## src/rtl/fa_lane_adder.sv

```systemverilog
// Registered bank of LANES 1-bit full adders; mode=1 chains the lanes into a
// LANES-bit ripple-carry adder with c[0] as the carry-in.
module fa_lane_adder #(
  parameter int LANES = 8
) (
  input  logic             clk,
  input  logic             rst_n,
  input  logic             in_valid,
  input  logic             mode,
  input  logic [LANES-1:0] a,
  input  logic [LANES-1:0] b,
  input  logic [LANES-1:0] c,
  output logic             out_valid,
  output logic [LANES-1:0] sum,
  output logic [LANES-1:0] carry,
  output logic             carry_out
);

  logic [LANES-1:0] s_c;
  logic [LANES-1:0] k_c;
  logic             cin;
  logic             chain;

  logic [LANES-1:0] sum_d, sum_q;
  logic [LANES-1:0] carry_d, carry_q;
  logic             carry_out_d, carry_out_q;
  logic             out_valid_d, out_valid_q;

  // chain carries the previous lane's carry-out so ripple mode can pick it up
  always_comb begin
    s_c   = '0;
    k_c   = '0;
    cin   = 1'b0;
    chain = c[0];
    for (int i = 0; i < LANES; i++) begin
      cin    = mode ? chain : c[i];
      s_c[i] = a[i] ^ b[i] ^ cin;
      k_c[i] = (a[i] & b[i]) | (b[i] & cin) | (cin & a[i]);
      chain  = k_c[i];
    end
  end

  always_comb begin
    sum_d       = sum_q;
    carry_d     = carry_q;
    carry_out_d = carry_out_q;
    out_valid_d = in_valid;
    if (in_valid) begin
      sum_d       = s_c;
      carry_d     = k_c;
      carry_out_d = k_c[LANES-1];
    end
  end

  always_ff @(posedge clk or negedge rst_n) begin
    if (!rst_n) begin
      sum_q       <= '0;
      carry_q     <= '0;
      carry_out_q <= 1'b0;
      out_valid_q <= 1'b0;
    end else begin
      sum_q       <= sum_d;
      carry_q     <= carry_d;
      carry_out_q <= carry_out_d;
      out_valid_q <= out_valid_d;
    end
  end

  assign sum       = sum_q;
  assign carry     = carry_q;
  assign carry_out = carry_out_q;
  assign out_valid = out_valid_q;

endmodule

```

## config.mk

```make
export PLATFORM = sky130hd
export DESIGN_NAME = fa_lane_adder
export DESIGN_NICKNAME = d
export VERILOG_FILES = /design/src/rtl/fa_lane_adder.sv
export SDC_FILE = /design/constraint.sdc
export NUM_CORES = 1
export LEC_CHECK = 0
export ABC_AREA = 0
export ABC_CLOCK_PERIOD_IN_PS = 1010
export CAP_MARGIN = 20
export CORE_MARGIN = 4
export CORE_UTILIZATION = 35
export DETAILED_ROUTE_END_ITERATION = 6
export GPL_TIMING_DRIVEN = 0
export PLACE_DENSITY_LB_ADDON = 0.05
export SYNTH_ARGS = -nofsm -noshare
export SYNTH_HDL_FRONTEND = slang
export SYNTH_SLANG_ARGS = --single-unit
```

## constraint.sdc

```tcl
create_clock -name clk -period 1.01 [get_ports clk]
set_input_delay 0.202 -clock clk [delete_from_list [all_inputs] [get_ports clk]]
set_output_delay 0.202 -clock clk [all_outputs]
set_load 0.02 [all_outputs]
```

==> impl_metrics.ini, run 1 <==
[status]
status = complete, but fails checks
violations = negative setup slack

[sta]
slew_headroom = 0.482
maxSlewViolCount = 0
tightestPinTransition_ns = 0.775
fmax_ghz = 0.217
timing.final.hold_violations = 0
min_period_ns = 4.60
setup_violations = 32
fin_crit_sh = 4.56
setup_slack_ns = -3.59
hold_slack_ns = 0.320
fin_skew_ns = 0
rsz0062_at_grt = true

[power]
seq_power_share = 0.372
pwr_density_cell_nw_per_um2 = 1420
power_frac_comb = 0.470
p_clk_frac = 0.158
p_switching_mw = 0.747
max-vdd-ir-drop_mv = 1.03
total_power_mw = 2.42
swShare = 0.309
leakagePower_nw = 0.824
p_int_mw = 1.67

[logic_synthesis]
syn_area_sq_um = 941
yosysMostFrequentCell = dfrtp_1
syn-num-nets = 98
yosysTopAreaCell = dfrtp_1
synth_ff_type = dfrtp_1
ys_seq_elements = 17
syn_area_per_cell_sq_um = 15.2
synth_edf_count = 0
ys_types = 10
synth.area.top_cells = dfrtp_1, fa_1, mux2_2, mux2_4, mux2i_1
ys_seq_area_frac = 0.452
netlist_top_cells_count = dfrtp_1, mux2_2, inv_1
synthArstFlopShare = 1.00
synth_top_area_share = 0.452
ys_warn_count = 0
syn_inst = 62

[clock_tree]
cts_root_buf = clkbuf_4
cts.sinks = 17
htreeDepth = 1
holdBufCountCts = 0
clock_latency_ns = 0.29
cts_tree = yes
clockBufferDepth = 2
cts_inserted_buffers = 3
clk_pin_slew_ns = 0.11

[critical_path]
arrival_ns = 4.83
worst-r2r-setup-slack_ns = -0.01
crit_required_ns = 1.24
startpoint_type = input port
slowest_delay_ns = 0.46
end_kind = flip-flop
cpMaxStageDelayCell = fa_2
cp_max_fo = 2
cp_cell_sequence = buf_12, inv_12, fa_2, mux2i_2, fa_2, mux2_4, fa_2, mux2_4, fa_2, mux2_4, fa_2, mux2_4, fa_2, mux2_4, fa_2, mux2i_2, fa_2, mux2i_1
worst-path-buf-inv = 2
crit_family = adder cells
worst-setup-path-type = input port to flip-flop
cpMostUsedCell = fa_2

[floorplanning]
fp.coreArea_sq_um = 2520
rows = 18
initial_core_util = 0.373
fp.dieH_microns = 59.9
dieWidth_microns = 59.9
die_area_sq_um = 3580
io_pins = 46

[worst_hold_path]
hold_path_class = input port to flip-flop

[routing]
wire_per_inst_microns = 13.9
drt-pass1-iter-count = 2
vias = 705
postRouteAntennaNets = 0
viasPerCell = 4.43
drc_errors = 0
routed_wl_microns = 2210
drtIter0Drc = 25

[global_route]
grt_pass1_wl_microns = 3420
grt_pass1_vias = 772
grt_max_degree = 18
antenna_found_initial = 0
overflow = 0
track_usage = 0.130

[place]
pre_cts_ws_ns = -4.48
portBuffers = 44
gp_congestion = 0.676
postPlaceCellArea_sq_um = 1480
hpwl_microns = 1630
post-place-cells = 136

[cells_and_area]
final_area_sq_um = 1700
nNetsFinal = 166
layout-drive-gt1-share = 0.605
stdcell_count = 159
syn_to_final_growth_pct = 80.9
n_antenna_cell = 0

[job]
maxCapViolations = 0
[path summary, 6_finish.rpt]
check | startpoint | end | cells after the start
worst max register to register | sum[3] | sum[3] | 3
max in group asynchronous | rst_n | carry[1] | 1
worst min-delay path | b[0] | sum[0] | 4
min in group asynchronous | rst_n | sum[0] | 1
worst max-delay path | a[0] | sum[7] | 18
worst min register to register | carry[6] | carry[6] | 1
[tightest hold or removal path: stages]
cell     delay [ns]
buf_6          0.10
inv_6          0.04
fa_2           0.18
mux2i_1        0.06
[power groups by stage]
stage	Sequential [mW]	Combinational, mW	Clock (mW)
floorplan	1.04	0.310	0
global placement	0.884	0.908	0
detailed placement	0.891	0.928	0
CTS	0.900	1.10	0.404
global route	0.916	1.22	0.437
finish	0.899	1.14	0.381
[flip-flops by register name, indices dropped and copies added (netlist names)]
register,cells
carry_out,1
carry,7
sum,8
out_valid,1
[routing by layer]
layer	vias up	track usage	share of wire
li1	329	-	-
met1	347	0.131	0.35
met2	27	0.252	0.56
met3	2	0.0518	0.090
met4	0	0.0190	0.0050
met5	-	0	0
[through the flow]
stage                     TNS, ns  utilization
after global placement     -45.27        0.586
after detailed placement   -45.72        0.586
after global routing       -29.42        0.675
final                      -27.63        0.675
after floorplan            -27.85            -
after CTS                  -29.16        0.649
[cells by family after synthesis]
| family | after synthesis | synth area share |
|---|---|---|
| mux | 23 | 0.291 |
| flops | 17 | 0.452 |
| buf+inv | 14 | 0.0864 |
| fa+ha+maj | 8 | 0.170 |
[layout make-up]
| class | count | area, sq um |
|---|---|---|
| inverter | 10 | 55.1 |
| buffer | 3 | 38.8 |
| timing repair buffer | 64 | 623 |
| clock buffer | 3 | 22.5 |
| multi-input combinational | 31 | 492 |
| clock inverter | 1 | 7.51 |
| fill | 200 | 821 |
| sequential | 17 | 425 |
| tap | 30 | 37.5 |
[layout by cell type, fill, tap and decap left out]
cell type	instances
mux2i_2	2
mux2i_1	4
inv_12	1
dlygate4sd2_1	2
inv_1	7
inv_2	1
buf_12	2
buf_4	20
clkdlybuf4s50_1	20
mux2_2	3
clkinvlp_4	1
fa_2	8
buf_2	1
mux2_4	14
dlymetal6s2s_1	1
buf_6	21
clkbuf_4	3
dfrtp_1	17
inv_6	1
[what timing repair did]
item / CTS / global route
pin swaps: 8 / 8
resized for setup: 134 / 2
setup buffers: 12 / 9
endpoints found under the setup margin: 34 / 33
Power figures use the tool's default switching activity.
==> inputs of run 2 (changes only) <==
- GPL_TIMING_DRIVEN: 0 -> unset
- RECOVER_POWER: unset -> 100
==> impl_metrics.ini, run 2 (same netlist as run 1, synthesis figures left out) <==
[critical_path]
crit_family = adder cells
cp_max_fo = 2
crit_required_ns = 1.23
cp_cell_sequence = buf_8, inv_12, fa_2, mux2i_2, fa_2, mux2_4, fa_2, mux2_4, fa_2, mux2_4, fa_2, mux2_4, fa_2, mux2_4, fa_2, mux2i_2, fa_2, mux2i_1
cpMostUsedCell = fa_2
startpoint_type = input port
worst-setup-path-type = input port to flip-flop
worst-path-buf-inv = 2
slowest_delay_ns = 0.46
arrival_ns = 4.81
cpMaxStageDelayCell = fa_2
end_kind = flip-flop

[cells_and_area]
layout_commonest_cell = buf_4
nNetsFinal = 173
n_antenna_cell = 0
layout-drive-gt1-share = 0.603
largest_reg_flops = 8
syn_to_final_growth_pct = 85.8
final_cell_mix = buf_4, buf_6, clkdlybuf4s50_1

[sta]
hold_slack_ns = 0.319
rsz0062_at_grt = true
fmax_ghz = 0.218
tightestPinTransition_ns = 0.441
setup_violations = 32
min_period_ns = 4.59
timing.final.hold_violations = 0
maxSlewViolCount = 0
fin_crit_sh = 4.55
setup_slack_ns = -3.58
slew_headroom = 0.706
fin_skew_ns = 0

[floorplanning]
initial_core_util = 0.373
die_area_sq_um = 3580
rows = 18
io_pins = 46
fp.coreArea_sq_um = 2520
dieWidth_microns = 59.9
fp.dieH_microns = 59.9

[status]
status = complete, but fails checks
violations = negative setup slack

[clock_tree]
holdBufCountCts = 0
cts_root_buf = clkbuf_4
clockBufferDepth = 2
clock_latency_ns = 0.29
cts_inserted_buffers = 3
clk_pin_slew_ns = 0.10
cts.sinks = 17
cts_tree = yes
htreeDepth = 1

[place]
hpwl_microns = 1640
gp_congestion = 0.638
portBuffers = 45

[power]
pwr_density_cell_nw_per_um2 = 1400
leakagePower_nw = 0.869
max-vdd-ir-drop_mv = 1.07
total_power_mw = 2.45

[global_route]
antenna_found_initial = 0
grt_pass1_vias = 764
track_usage = 0.132
grt_pass1_wl_microns = 3480
grt_max_degree = 18
overflow = 0

[routing]
vias = 716
postRouteAntennaNets = 0
viasPerCell = 4.31
routed_wl_microns = 2220
drtIter0Drc = 2
drt-pass1-iter-count = 2
wire_per_inst_microns = 13.4
drc_errors = 0

[job]
maxCapViolations = 0

[worst_hold_path]
hold_path_class = input port to flip-flop
run 2: cell count changes in the layout (fill, tap and decap cells not counted), sizes merged:
cell	delta
clkinvlp	-1
clkdlybuf4s50	-2
clkbuf	+3
dlymetal6s2s	+1
clkdlybuf4s15	+1
buf	+3
dlygate4sd3	+1
clkinv	+1
run 2: layout make-up:
class | count | area, sq um
Clock buffer | 3 | 22.5
Clock inverter | 1 | 5.00
Fill cell | 196 | 774
Inverter | 10 | 55.1
Multi-Input combinational cell | 31 | 499
Sequential cell | 17 | 425
Tap cell | 30 | 37.5
Timing Repair Buffer | 74 | 703
run 2: routing by layer:
metal  part of all wire  track usage  wire, microns  vias up
met1               0.40        0.162            891      340
met5                  0            0              0        -
li1                   -            -              -      347
met4             0.0045       0.0285             10        0
met2               0.51        0.221           1140       27
met3              0.082       0.0475            183        2
run 2: worst paths after layout:
check	cells after the start	start	slack, ns	to
hold / removal	4	c[0]	0.32	sum[0]
setup / recovery	18	a[0]	-3.58	sum[7]
min in group asynchronous	2	rst_n	0.37	carry_out
hold reg to reg	1	carry[4]	0.55	carry[4]
setup reg to reg	3	sum[2]	-0.01	sum[2]
max in group asynchronous	2	rst_n	0.33	carry[1]
run 2: repair_timing:
action                                  CTS  global route
endpoints found under the setup margin   34            33
pin swaps                                 8             8
buffers inserted                         10             8
endpoints found under the hold margin     0             0
gates resized for setup                 132             8
run 2: where the power goes:
group	leakage, nW	switching [mW]	internal, mW
logic	0.653	0.428	0.752
clock network	0.0177	0.218	0.147
registers	0.198	0.0943	0.807
run 2: metrics by stage:
| step | setup WS (ns) | instance area, sq um | TNS (ns) | util | cells |
|---|---|---|---|---|---|
| after floorplan | -3.63 | 1000 | -27.85 | - | 62 |
| after global routing | -3.70 | 1750 | -29.08 | 0.693 | 166 |
| after detailed placement | -4.45 | 1550 | -41.53 | 0.614 | 144 |
| final | -3.58 | 1750 | -27.52 | 0.693 | 166 |
| after global placement | -4.40 | 1550 | -41.26 | 0.614 | 144 |
| after CTS | -3.71 | 1690 | -28.65 | 0.669 | 158 |
run 2: tightest hold or removal path, stage by stage:
cell	delay (ns)
buf_6	0.09
inv_2	0.04
fa_2	0.18
mux2i_1	0.06
